## src/rtl/usb_tx_arbiter.sv

```systemverilog
// usb_tx_arbiter: arbitrates handshake/data requests into one-cycle tx_packet commands,
// tracks each packet to completion and owns the DATA0/DATA1 toggle. Define
// USB_TX_ARB_RETRY_EN to enable automatic reissue of failed data packets.
module usb_tx_arbiter #(
    parameter int START_TIMEOUT = 16,
    parameter int CNT_W         = 8
`ifdef USB_TX_ARB_RETRY_EN
    ,
    parameter int MAX_RETRY     = 2
`endif
) (
    input  logic       clk,
    input  logic       n_rst,
    input  logic       hs_req,
    input  logic [1:0] hs_type,
    output logic       hs_grant,
    input  logic       data_req,
    output logic       data_grant,
    input  logic       data_ack_rcvd,
    input  logic       toggle_reset,
    input  logic       tx_transfer_active,
    input  logic       tx_error,
    output logic [3:0] tx_packet,
    output logic       busy,
    output logic       xfer_done,
    output logic       xfer_err,
    output logic       cur_toggle
);

    typedef enum logic [2:0] {
        S_IDLE,
        S_ISSUE,
        S_WAIT_START,
        S_ACTIVE,
        S_DONE,
        S_ERR
    } state_e;

    localparam logic [3:0] PID_NONE  = 4'd0;
    localparam logic [3:0] PID_DATA0 = 4'd1;
    localparam logic [3:0] PID_DATA1 = 4'd2;
    localparam logic [3:0] PID_ACK   = 4'd3;
    localparam logic [3:0] PID_NAK   = 4'd4;
    localparam logic [3:0] PID_STALL = 4'd5;

    localparam logic [CNT_W-1:0] TIMEOUT_LAST = CNT_W'(START_TIMEOUT - 1);

    state_e           state_q, state_d;
    logic [3:0]       pid_q, pid_d;
    logic             src_hs_q, src_hs_d;
    logic [CNT_W-1:0] cnt_q, cnt_d;
    logic             err_q, err_d;
    logic             toggle_q, toggle_d;
    logic             last_ok_q, last_ok_d;
    logic             last_data_q, last_data_d;
    logic             retry_now;
    logic             first_issue;

`ifdef USB_TX_ARB_RETRY_EN
    localparam int RW = (MAX_RETRY > 0) ? $clog2(MAX_RETRY + 1) : 1;
    localparam logic [RW-1:0] RETRY_LAST = RW'(MAX_RETRY);

    logic [RW-1:0] retry_q, retry_d;

    // Only the attempt that follows a fresh grant pulses the grant output.
    assign first_issue = (retry_q == '0);
`else
    assign first_issue = 1'b1;
`endif

    function automatic logic [3:0] hs_pid(input logic [1:0] t);
        case (t)
            2'd0:    return PID_ACK;
            2'd2:    return PID_STALL;
            default: return PID_NAK;
        endcase
    endfunction

    // Toggle bookkeeping: last_ok/last_data describe the most recently finished packet.
    always_comb begin
        // NOTE: every combinational output gets a default first so no path leaves it
        // unassigned; a missing default would infer a latch.
        toggle_d    = toggle_q;
        last_ok_d   = last_ok_q;
        last_data_d = last_data_q;
        if (state_q == S_DONE) begin
            last_ok_d   = 1'b1;
            last_data_d = !src_hs_q;
        end else if (state_q == S_ERR) begin
            last_ok_d   = 1'b0;
            last_data_d = !src_hs_q;
        end
        // An endpoint reset also discards any pending acknowledge of the old packet.
        if (toggle_reset) begin
            toggle_d  = 1'b0;
            last_ok_d = 1'b0;
        end else if (data_ack_rcvd && state_q == S_IDLE && last_ok_q && last_data_q) begin
            toggle_d  = !toggle_q;
            last_ok_d = 1'b0;
        end
    end

    always_comb begin
        state_d   = state_q;
        pid_d     = pid_q;
        src_hs_d  = src_hs_q;
        cnt_d     = cnt_q;
        err_d     = err_q;
        retry_now = 1'b0;
`ifdef USB_TX_ARB_RETRY_EN
        retry_d   = retry_q;
`endif
        case (state_q)
            S_IDLE: begin
                if (hs_req) begin
                    pid_d    = hs_pid(hs_type);
                    src_hs_d = 1'b1;
                    state_d  = S_ISSUE;
`ifdef USB_TX_ARB_RETRY_EN
                    retry_d  = '0;
`endif
                end else if (data_req) begin
                    // Use the post-update toggle so an ack or reset landing this cycle counts.
                    pid_d    = toggle_d ? PID_DATA1 : PID_DATA0;
                    src_hs_d = 1'b0;
                    state_d  = S_ISSUE;
`ifdef USB_TX_ARB_RETRY_EN
                    retry_d  = '0;
`endif
                end
            end
            S_ISSUE: begin
                cnt_d   = '0;
                err_d   = 1'b0;
                state_d = S_WAIT_START;
            end
            S_WAIT_START: begin
                cnt_d = cnt_q + 1'b1;
                if (tx_transfer_active) begin
                    // An error seen together with the start still fails the packet.
                    err_d   = tx_error;
                    state_d = S_ACTIVE;
                end else if (tx_error || cnt_q == TIMEOUT_LAST) begin
                    state_d = S_ERR;
                end
            end
            S_ACTIVE: begin
                if (!tx_transfer_active) begin
                    state_d = (err_q || tx_error) ? S_ERR : S_DONE;
                end else begin
                    err_d = err_q | tx_error;
                end
            end
            S_DONE: state_d = S_IDLE;
            S_ERR: begin
                state_d = S_IDLE;
`ifdef USB_TX_ARB_RETRY_EN
                if (!src_hs_q && retry_q < RETRY_LAST) begin
                    retry_d   = retry_q + RW'(1);
                    retry_now = 1'b1;
                    state_d   = S_ISSUE;
                end
`endif
            end
            default: state_d = S_IDLE;
        endcase
    end

    always_ff @(posedge clk or negedge n_rst) begin
        if (!n_rst) begin
            state_q     <= S_IDLE;
            pid_q       <= PID_NONE;
            src_hs_q    <= 1'b0;
            cnt_q       <= '0;
            err_q       <= 1'b0;
            toggle_q    <= 1'b0;
            last_ok_q   <= 1'b0;
            last_data_q <= 1'b0;
`ifdef USB_TX_ARB_RETRY_EN
            retry_q     <= '0;
`endif
        end else begin
            // NOTE: state registers use non-blocking assignments so every flop samples
            // the pre-edge values, independent of statement order.
            state_q     <= state_d;
            pid_q       <= pid_d;
            src_hs_q    <= src_hs_d;
            cnt_q       <= cnt_d;
            err_q       <= err_d;
            toggle_q    <= toggle_d;
            last_ok_q   <= last_ok_d;
            last_data_q <= last_data_d;
`ifdef USB_TX_ARB_RETRY_EN
            retry_q     <= retry_d;
`endif
        end
    end

    // Outputs decode the registered state only, so reset clears them immediately.
    assign tx_packet  = (state_q == S_ISSUE) ? pid_q : PID_NONE;
    assign hs_grant   = (state_q == S_ISSUE) && src_hs_q && first_issue;
    assign data_grant = (state_q == S_ISSUE) && !src_hs_q && first_issue;
    assign busy       = (state_q != S_IDLE);
    assign xfer_done  = (state_q == S_DONE);
    assign xfer_err   = (state_q == S_ERR) && !retry_now;
    assign cur_toggle = toggle_q;

endmodule

```

## config.mk

```make
export PLATFORM = sky130hd
export DESIGN_NAME = usb_tx_arbiter
export DESIGN_NICKNAME = d
export VERILOG_FILES = /design/src/rtl/usb_tx_arbiter.sv
export SDC_FILE = /design/constraint.sdc
export NUM_CORES = 1
export LEC_CHECK = 0
export CAP_MARGIN = 20
export CORE_UTILIZATION = 46
export CTS_BUF_LIST = sky130_fd_sc_hd__clkbuf_16
export CTS_CLUSTER_SIZE = 28
export DETAILED_ROUTE_END_ITERATION = 6
export GPL_TIMING_DRIVEN = 0
export PLACE_DENSITY = 0.75
export SETUP_SLACK_MARGIN = 0.4
export SYNTH_ARGS = -nofsm -noshare
export SYNTH_HDL_FRONTEND = slang
export SYNTH_SLANG_ARGS = --single-unit
```

## constraint.sdc

```tcl
create_clock -name clk -period 1.9 [get_ports clk]
set_input_delay 0.57 -clock clk [delete_from_list [all_inputs] [get_ports clk]]
set_output_delay 0.57 -clock clk [all_outputs]
set_load 0.1 [all_outputs]
```

==> reports/qor.yml, run 1 <==
ys_ff_latch: 19
synth-compound-area-share: 0.1617
combPwrFrac: 0.635
top_usage_layer: "met2"
rrSetupSlack_ps: 60
fin_crit_ps: 2096
status: "finished, violations left"
met2_usage: 0.4468
gp_congestion: 0.7726
maxCapViolations: 0
layout-drive-gt1-share: 0.4238
multi_input_area_um2: 634.4
routed_wl_mm: 3.517
antenna_found_initial: 1
clockPowerShare: 0.141
p_sw_frac: 0.4376
grt_pass1_vias: 1052
met1_usage: 0.3320
ys_seq_area_frac: 0.4691
synth-adder-area-share: 0.01235
hold_path_class: "in2async"
max_slew_margin: 0.4131
synth_area_leader_cell: "dfrtp_1"
p_switching_mw: 1.323
violations: "negative setup slack"
die_x_um: 48.94
synthToLayoutAreaGrowth_pct: 71.48
viasPerCell: 6.140
crit_path_end_kind: "primary output"
placed_area_um2: 1271
ios: 20
hold_viol: 0
met3_usage: 0.03738
cts.clk_slew.worst_paths_ps: 50
dr.pass1.iters: 4
synth_commonest_cells: "dfrtp_1, nand2_1, o21ai_0"
syn_area_per_cell_um2: 9.298
routedWlPerCell_um: 19.76
power.density_nw_per_um2: 1739
r2r_cells: 9
drt_iter0_drc: 39
ys_async_sr_fraction: 1.000
row_count: 16
die_area_um2: 2395
crit_type: "reg2out"
start_util: 0.5012
gr-total-overflow: 0
antenna_left: 0
syn_area_um2: 1013
yosysMostFrequentCell: "dfrtp_1"
cp_data_required_time_ps: 1330
cts.root.buffer_cell: "clkbuf_16"
cp.arrival_ps: 1530
synth_area_leaders: "dfrtp_1, o21ai_0, nand2_1, mux2i_1, nor2_1"
grt_pass1_wl_mm: 4.885
die_h_um: 48.94
design_area_um2: 1738
drc: 0
cts_tree: "built"
n_antenna_cell: 0
r2r_end: "cnt_q[4]$_DFFE_PN0P_"
n_fill_cell: 88
vias: 1093
skew_ps: 4.679
grt_max_degree: 20
slew_viol_final: 0
fin_util: 0.8595
clock_sinks: 19
r2r_start: "state_q[2]$_DFFE_PN0P_"
p_int_mw: 1.700
synth_xor_area_frac: 0.01728
setup_slack_ps: -195.5
synthMuxAreaShare: 0.03951
yosysTopAreaCellShare: 0.4691
p_leak_nw: 0.7936
finalNetCount: 163
cts_buffers: 3
critPathLaunchType: "register"
cts_buffer_depth: 2
ctsHoldBuffers: 0
dpl.hpwl_mm: 1.465
synth_edf_count: 0
netlist-cell-type-count: 34
synthesis.nets: 120
setup_viol: 7
io_buffers: 18
path_max_fanout: 3
synth_top_family_by_area: "simple AND/OR/NAND/NOR gates"
p_seq_frac: 0.224
synth_cells: 109
yosys_warnings: 0
regArea_um2: 480.5
gr-usage-all-layers: 0.2755
fmax_mhz: 477.2
ys.flop_type: "dfrtp_1"
ir_drop_mv: 1.193
insertion_delay_ps: 250
htree_levels: 1
fin_crit_sh: 1.103
finalPower_mw: 3.023
rsz0062_at_grt: "true"
fp.coreArea_um2: 2022
synth_simple_gate_area_frac: 0.2704
worst_pin_slew_ps: 878.9
## flip-flops by register name, indices dropped and copies added, names as in the netlist
name,count
state_q,3
err_q,1
cur_toggle,1
src_hs_q,1
last_data_q,1
last_ok_q,1
cnt_q,8
pid_q,3
## cell families after synthesis
kind of cell | Yosys count
buffers and inverters | 6
flip-flops | 19
adder cells (fa/ha/maj) | 1
AND/OR/NAND/NOR | 51
other | 1
multiplexers | 4
AO/OA/AOI/OAI | 25
XOR/XNOR | 2
## critical path, cell delays in order, from the launching register on
cell     delay (ps)
dfrtp_2         420
buf_8           130
or3b_4          400
nor2_4          140
buf_12          180
## timing repair
item,4_1_cts,5_1_grt
pin swaps,6,12
buffers inserted,12,8
endpoints found under the hold margin,0,0
setup endpoints to repair,19,43
gates resized for setup,111,22
## cell usage in the layout (no fill, tap or decap), types with 2 or more instances in the layout
cell type        Yosys  routed
dfrtp_1             19      15
nand2_1             16      14
buf_4                1      11
buf_6                0      11
o21ai_1              0       9
buf_12               0       8
clkdlybuf4s50_1      0       6
nor2_1               9       4
nor2_4               0       4
mux2i_1              4       4
dfrtp_2              0       4
nand4_1              3       3
nor3b_4              0       3
and2_4               0       3
nor2b_1              3       3
and3_1               4       3
clkbuf_16            0       3
clkbuf_8             0       2
or3b_4               0       2
nand3_1              2       2
nand2_2              0       2
inv_1                2       2
nor4_1               2       2
a21oi_1              2       2
a32o_1               2       2
o21ai_0             13       2
dlymetal6s2s_1       0       2
## power groups by stage
stage	sequential (mW)	clock, mW	combinational [mW]
CTS	0.650	0.421	1.61
floorplan	0.609	0	0.925
finish	0.677	0.426	1.92
detailed placement	0.631	0	1.14
global route	0.691	0.452	2.00
global placement	0.626	0	1.13
## how the worst max path moves through the flow
stage	startpoint	endpoint	slack (ps)	cells after the start
global placement	state_q[2]$_DFFE_PN0P_	tx_packet[1]	-1110	4
CTS	state_q[2]$_DFFE_PN0P_	data_grant	-170	4
floorplan	state_q[2]$_DFFE_PN0P_	data_grant	-140	3
detailed placement	state_q[2]$_DFFE_PN0P_	tx_packet[1]	-1120	4
global route	state_q[2]$_DFFE_PN0P_	data_grant	-210	4
finish	state_q[2]$_DFFE_PN0P_	data_grant	-200	4
## through the flow
step / hold WS, ps / setup slack [ps] / TNS (ps) / cells
after global routing: 502.8 / -213.1 / -1112 / 178
after CTS: 473.2 / -171.5 / -544.5 / 170
after floorplan: 274.4 / -137.0 / -495.9 / 109
after global placement: 457.9 / -1112 / -7378 / 154
final: 430.4 / -195.5 / -879.5 / 178
after detailed placement: 462.3 / -1124 / -7461 / 154
## cell type report
| type | instances | share of cell area |
|---|---|---|
| multi-input combinational | 84 | 0.3650 |
| sequential | 19 | 0.2765 |
| timing repair buffer | 38 | 0.2606 |
| clock buffer | 3 | 0.04320 |
| buffer | 4 | 0.02880 |
| tap | 27 | 0.01944 |
| inverter | 2 | 0.004320 |
| clock inverter | 1 | 0.002160 |
## metal layers
| metal | vias up | wire length (µm) |
|---|---|---|
| met5 | - | 11 |
| met1 | 524 | 1361 |
| met3 | 28 | 237 |
| met2 | 65 | 1707 |
| li1 | 474 | - |
| met4 | 2 | 199 |
(Power assumes the default switching activity.)
==> inputs of run 2 (changes only) <==
CTS_BUF_LIST = sky130_fd_sc_hd__clkbuf_4 sky130_fd_sc_hd__clkbuf_8 sky130_fd_sc_hd__clkbuf_16   (was sky130_fd_sc_hd__clkbuf_16)
==> run 2 against run 1 <==
Compared with the run above: the run still ends with negative setup slack left; sequential cell count stayed put; global-route usage shrank 5.4 points; count of clock-buffer cells in the layout up 1; highest routed layer is now met4.
==> reports/qor.yml, run 2 (same netlist as run 1, synthesis figures left out) <==
r2r_end: "pid_q[0]$_DFFE_PN0P_"  # was cnt_q[4]$_DFFE_PN0P_
setup_slack_ps: -218.8  # was -195.5 ps
die_area_um2: 2395  # unchanged
layout_common_cells: "nand2_1, dfrtp_1, buf_4"  # was dfrtp_1, nand2_1, buf_4, buf_6, o21ai_1
path_max_fanout: 3  # unchanged
die_x_um: 48.94  # unchanged
violations: "negative setup slack"  # unchanged
routedWlPerCell_um: 17.58  # was 19.76 µm
crit_type: "reg2out"  # unchanged
grt_max_degree: 20  # unchanged
worst-path-buf-inv: 2  # unchanged
row_count: 16  # unchanged
htree_levels: 1  # unchanged
io_buffers: 18  # unchanged
r2r_cells: 7  # was 9
power.density_nw_per_um2: 1666  # was 1739 nW/µm²
insertion_delay_ps: 290  # was 250 ps
ios: 20  # unchanged
layout-drive-gt1-share: 0.3851  # was 0.4238
cts_tree: "built"  # unchanged
design_area_um2: 1633  # was 1738 µm²
rrSetupSlack_ps: 210  # was 60 ps
gr-usage-all-layers: 0.2218  # was 0.2755
synthToLayoutAreaGrowth_pct: 61.11  # was 71.48%
startpoint: "state_q[2]$_DFFE_PN0P_"  # unchanged
antenna_left: 0  # unchanged
fp.coreArea_um2: 2022  # unchanged
die_h_um: 48.94  # unchanged
drc: 0  # unchanged
cts_buffers: 3  # unchanged
crit_path_end_kind: "primary output"  # unchanged
cp.depth: 4  # unchanged
setup_viol: 7  # unchanged
cts.root.buffer_cell: "clkbuf_4"  # was clkbuf_16
grt_pass1_vias: 913  # was 1052
gr-total-overflow: 0  # unchanged
fmax_mhz: 472.0  # was 477.2 MHz
fin_crit_ps: 2119  # was 2096 ps
critPathMaxStageDelay_ps: 430  # was 420 ps
max_slew_margin: 0.4246  # was 0.4131
vias: 1047  # was 1093
ir_drop_mv: 1.188  # was 1.193 mV
finalSetupTns_ps: -1072  # was -879.5 ps
cts.clk_slew.worst_paths_ps: 110  # was 50 ps
hold_path_class: "in2async"  # unchanged
drt_iter0_drc: 23  # was 39
viasPerCell: 5.983  # was 6.140
maxCapViolations: 0  # unchanged
crit_path_end: "data_grant"  # unchanged
n_fill_cell: 110  # was 88
r2r_start: "state_q[1]$_DFFE_PN0P_"  # was state_q[2]$_DFFE_PN0P_
dr.pass1.iters: 5  # was 4
skew_ps: 7.336  # was 4.679 ps
cts_buffer_depth: 2  # unchanged
hold_viol: 0  # unchanged
largest_register: "cnt_q"  # unchanged
finalNetCount: 160  # was 163
crit_chain: "buf_8, or3b_4, nor2_4, buf_12"  # unchanged
start_util: 0.5012  # unchanged
gp_congestion: 0.7726  # unchanged
largest_reg_flops: 8  # unchanged
fin_crit_sh: 1.115  # was 1.103
status: "finished, violations left"  # unchanged
cp_top_family: "simple AND/OR/NAND/NOR gates"  # unchanged
ctsHoldBuffers: 0  # unchanged
largestRegisters: "cnt_q (8), pid_q (3), state_q (3)"  # unchanged
worst_pin_slew_ps: 861.7  # was 878.9 ps
cp_data_required_time_ps: 1330  # about the same
placed_area_um2: 1271  # unchanged
routed_wl_mm: 3.077  # was 3.517 mm
n_antenna_cell: 0  # unchanged
p_leak_nw: 0.7483  # was 0.7936 nW
grt_pass1_wl_mm: 4.105  # was 4.885 mm
rsz0062_at_grt: "true"  # unchanged
crit_slowest_cell: "dfrtp_2"  # unchanged
antenna_found_initial: 0  # was 1
dpl.hpwl_mm: 1.465  # unchanged
critPathLaunchType: "register"  # unchanged
cp.arrival_ps: 1550  # was 1530 ps
slew_viol_final: 0  # unchanged
clock_sinks: 19  # unchanged
run 2: cell count changes in the layout (fill, tap and decap cells not counted), sizes merged:
cell,change
inv,-1
buf,-1
dlygate4sd2,-1
clkbuf,-1
clkdlybuf4s50,+1
run 2: worst register-to-register path, cell delays in order (launching register included):
cell and delay [ps]:
dfrtp_2 470, buf_6 140, nor3_4 200, buf_4 140, buf_6 110, o21ai_4 60
nor2b_1 150, a311oi_1 320
run 2: worst min-delay path by stage:
stage	from	endpoint	slack, ps	depth (start not counted)
floorplan	n_rst	cnt_q[0]$_DFFE_PN0P_	270	0
global placement	pid_q[2]$_DFFE_PN0P_	pid_q[2]$_DFFE_PN0P_	460	2
detailed placement	pid_q[2]$_DFFE_PN0P_	pid_q[2]$_DFFE_PN0P_	460	2
CTS	cnt_q[7]$_DFFE_PN0P_	cnt_q[7]$_DFFE_PN0P_	480	1
global route	n_rst	pid_q[0]$_DFFE_PN0P_	450	1
finish	n_rst	pid_q[0]$_DFFE_PN0P_	360	1
run 2: what timing repair did:
item                       4_1_cts  5_1_grt
gates resized for setup         95       26
setup buffers                    7       10
setup endpoints to repair       18       24
pin swaps                        5       13
run 2: routing by layer:
metal,global-route usage,up-vias,share of wire
met4,0.06863,0,0.042
met3,0.03427,18,0.054
met2,0.3912,46,0.50
met5,0,-,0
li1,-,470,-
met1,0.2771,513,0.40
run 2: stage by stage:
stage | hold WS (ps) | instances | setup WS [ps] | util | power [mW]
after floorplan | 274.4 | 109 | -137.0 | - | 1.533
after global placement | 457.9 | 154 | -1112 | 0.6287 | 1.759
after CTS | 484.7 | 165 | -222.5 | 0.7364 | 2.345
after detailed placement | 462.3 | 154 | -1124 | 0.6287 | 1.775
final | 363.3 | 175 | -218.8 | 0.8076 | 2.720
after global routing | 446.3 | 175 | -260.6 | 0.8076 | 2.824
run 2: final cells by class:
cell class                      count  area (µm²)  area share
Inverter                            2       7.507    0.004598
Timing Repair Buffer               35       429.2      0.2628
Tap cell                           27       33.78     0.02069
Multi-Input combinational cell     84       606.8      0.3716
Buffer                              4       45.04     0.02759
Sequential cell                    19       480.5      0.2943
Clock buffer                        4       30.03     0.01839
run 2: report_power, final:
part	internal (mW)	total, mW	leakage [nW]	switching [mW]
sequential	0.520	0.648	0.243	0.127
combinational	0.848	1.85	0.487	1.01
clock	0.0959	0.219	0.0184	0.123
==> inputs of run 3 (changes only) <==
CORE_ASPECT_RATIO = 0.5   (was unset)
CORE_UTILIZATION = 30   (was 46)
PLACE_DENSITY = 0.54   (was 0.75)
SLEW_MARGIN = 20   (was unset)
==> run 3 against run 2 <==
Compared with the run above: the run still ends with negative setup slack left; die area grew 52%; sequential power hardly changed; critical path depth is the same; count of clock-buffer cells in the layout down 1; worst setup slack better by 40 ps; sequential cell count stayed put; critical path type unchanged; critical endpoint unchanged.
==> reports/qor.yml, run 3 (same netlist as run 1, synthesis figures left out) <==
status: "finished, violations left"  # unchanged
violations: "negative setup slack"  # unchanged
setup_viol: 8  # was 7
p_switching_mw: 1.168  # was 1.256 mW
slew_viol_final: 0  # unchanged
fin_crit_sh: 1.094  # was 1.115
finalPower_mw: 2.590  # was 2.720 mW
fp.coreArea_um2: 3100  # was 2022 µm²
p_int_mw: 1.422  # was 1.464 mW
cts_buffers: 3  # unchanged
p_seq_frac: 0.250  # was 0.238
met3_usage: 0.04864  # was 0.03427
cts_buffer_depth: 2  # unchanged
worst_pin_slew_ps: 862.7  # was 861.7 ps
hold_viol: 0  # unchanged
path_max_fanout: 3  # unchanged
gr-total-overflow: 0  # unchanged
critPathLaunchType: "register"  # unchanged
gr-usage-all-layers: 0.1504  # was 0.2218
antenna_found_initial: 0  # unchanged
io_buffers: 18  # unchanged
gp_congestion: 0.7131  # was 0.7726
grt_pass1_vias: 885  # was 913
cts_tree: "built"  # unchanged
finalSetupTns_ps: -615.3  # was -1072 ps
cp.arrival_ps: 1510  # was 1550 ps
rsz0062_at_grt: "true"  # unchanged
combPwrFrac: 0.638  # was 0.681
die_x_um: 84.20  # was 48.94 µm
skew_ps: 5.882  # was 7.336 ps
crit_type: "reg2out"  # unchanged
routed_wl_mm: 2.351  # was 3.077 mm
layout_common_cells: "nand2_1, dfrtp_1, buf_4"  # unchanged
drc: 0  # unchanged
n_antenna_cell: 0  # unchanged
p_sw_frac: 0.4509  # was 0.4617
rrSetupSlack_ps: 280  # was 210 ps
fin_util: 0.5137  # was 0.8076
hold_path_class: "in2async"  # unchanged
die_area_um2: 3629  # was 2395 µm²
crit_path_end_kind: "primary output"  # unchanged
largestRegisters: "cnt_q (8), pid_q (3), state_q (3)"  # unchanged
vias: 910  # was 1047
clockPowerShare: 0.111  # was 0.080
antenna_left: 0  # unchanged
fin_crit_ps: 2079  # was 2119 ps
met2_usage: 0.2426  # was 0.3912
r2r_end: "state_q[0]$_DFFE_PN0P_"  # was pid_q[0]$_DFFE_PN0P_
maxCapViolations: 0  # unchanged
largest_register: "cnt_q"  # unchanged
routedWlPerCell_um: 12.78  # was 17.58 µm
clock_sinks: 19  # unchanged
met1_usage: 0.1995  # was 0.2771
cts.clk_slew.worst_paths_ps: 80  # was 110 ps
finalNetCount: 156  # was 160
ctsHoldBuffers: 0  # unchanged
grt_pass1_wl_mm: 4.112  # was 4.105 mm
dr.pass1.iters: 4  # was 5
max_slew_margin: 0.4239  # was 0.4246
fmax_mhz: 481.0  # was 472.0 MHz
top_usage_layer: "met2"  # unchanged
drt_iter0_drc: 12  # was 23
row_count: 14  # was 16
p_leak_nw: 0.7150  # was 0.7483 nW
synthToLayoutAreaGrowth_pct: 57.16  # was 61.11%
start_util: 0.3269  # was 0.5012
layout-drive-gt1-share: 0.3681  # was 0.3851
insertion_delay_ps: 260  # was 290 ps
hold_ws_ps: 404.0  # was 363.3 ps
r2r_start: "state_q[2]$_DFFE_PN0P_"  # was state_q[1]$_DFFE_PN0P_
setup_slack_ps: -179.0  # was -218.8 ps
die_h_um: 43.10  # was 48.94 µm
largest_reg_flops: 8  # unchanged
ir_drop_mv: 0.9280  # was 1.188 mV
htree_levels: 1  # unchanged
cp_data_required_time_ps: 1330  # about the same
ios: 20  # unchanged
dpl.hpwl_mm: 1.562  # was 1.465 mm
viasPerCell: 4.946  # was 5.983
grt_max_degree: 20  # unchanged
cts.root.buffer_cell: "clkbuf_8"  # was clkbuf_4
r2r_cells: 4  # was 7
power.density_nw_per_um2: 1626  # was 1666 nW/µm²
==> run 3: cell count changes in the layout (fill, tap and decap cells not counted), moves of 2 or more <==
cell      delta
clkbuf_4     -4
o21ai_1      +2
clkbuf_8     +5
o21ai_0      -2
buf_6        -5
==> run 3: cell type report <==
| type | instances | area (µm²) |
|---|---|---|
| fill | 289 | 1508 |
| multi-input combinational | 84 | 586.8 |
| sequential | 19 | 480.5 |
| timing repair buffer | 31 | 371.6 |
| buffer | 4 | 50.05 |
| tap | 40 | 50.05 |
| clock buffer | 3 | 41.29 |
| inverter | 2 | 7.507 |
| clock inverter | 1 | 5.005 |
==> run 3: power by group through the flow <==
stage	registers (mW)	clock network [mW]	logic (mW)
after floorplan	0.609	0	0.925
after detailed placement	0.636	0	1.15
after global placement	0.633	0	1.16
final	0.649	0.288	1.65
after global routing	0.666	0.319	1.75
after CTS	0.644	0.297	1.47
==> run 3: critical path: stages, from the launching register on <==
cell and delay, ps:
dfrtp_2 420, buf_8 130, or3b_4 390, nor2_4 130, buf_12 180
==> run 3: stage by stage <==
stage          cell area, µm²  cells  setup WS (ps)
3_3_place_gp             1287    167          -1086
6_report                 1593    184         -179.0
2_1_floorplan            1057    109         -137.0
5_1_grt                  1593    184         -224.9
3_5_place_dp             1287    167          -1011
4_1_cts                  1496    180         -179.5
==> run 3: timing repair <==
action                                  CTS  global route
gates resized for setup                  88            25
pin swaps                                 5            10
endpoints found under the setup margin   20            41
buffers inserted                          9             4
==> run 3: how the worst max path moves through the flow <==
| stage | from | end | slack, ps |
|---|---|---|---|
| 4_1_cts | state_q[2]$_DFFE_PN0P_ | data_grant | -180 |
| 6_report | state_q[2]$_DFFE_PN0P_ | data_grant | -180 |
| 3_3_place_gp | state_q[2]$_DFFE_PN0P_ | tx_packet[2] | -1090 |
| 3_5_place_dp | state_q[2]$_DFFE_PN0P_ | tx_packet[2] | -1010 |
| 2_1_floorplan | state_q[2]$_DFFE_PN0P_ | data_grant | -140 |
| 5_1_grt | state_q[2]$_DFFE_PN0P_ | data_grant | -220 |
==> run 3: layer usage <==
metal / part of all wire / vias to the layer above / routed length [µm]
li1: - / 462 / -
met2: 0.45 / 12 / 1069
met4: 0.0043 / 0 / 10
met1: 0.50 / 434 / 1184
met5: 0 / - / 0
met3: 0.037 / 2 / 86
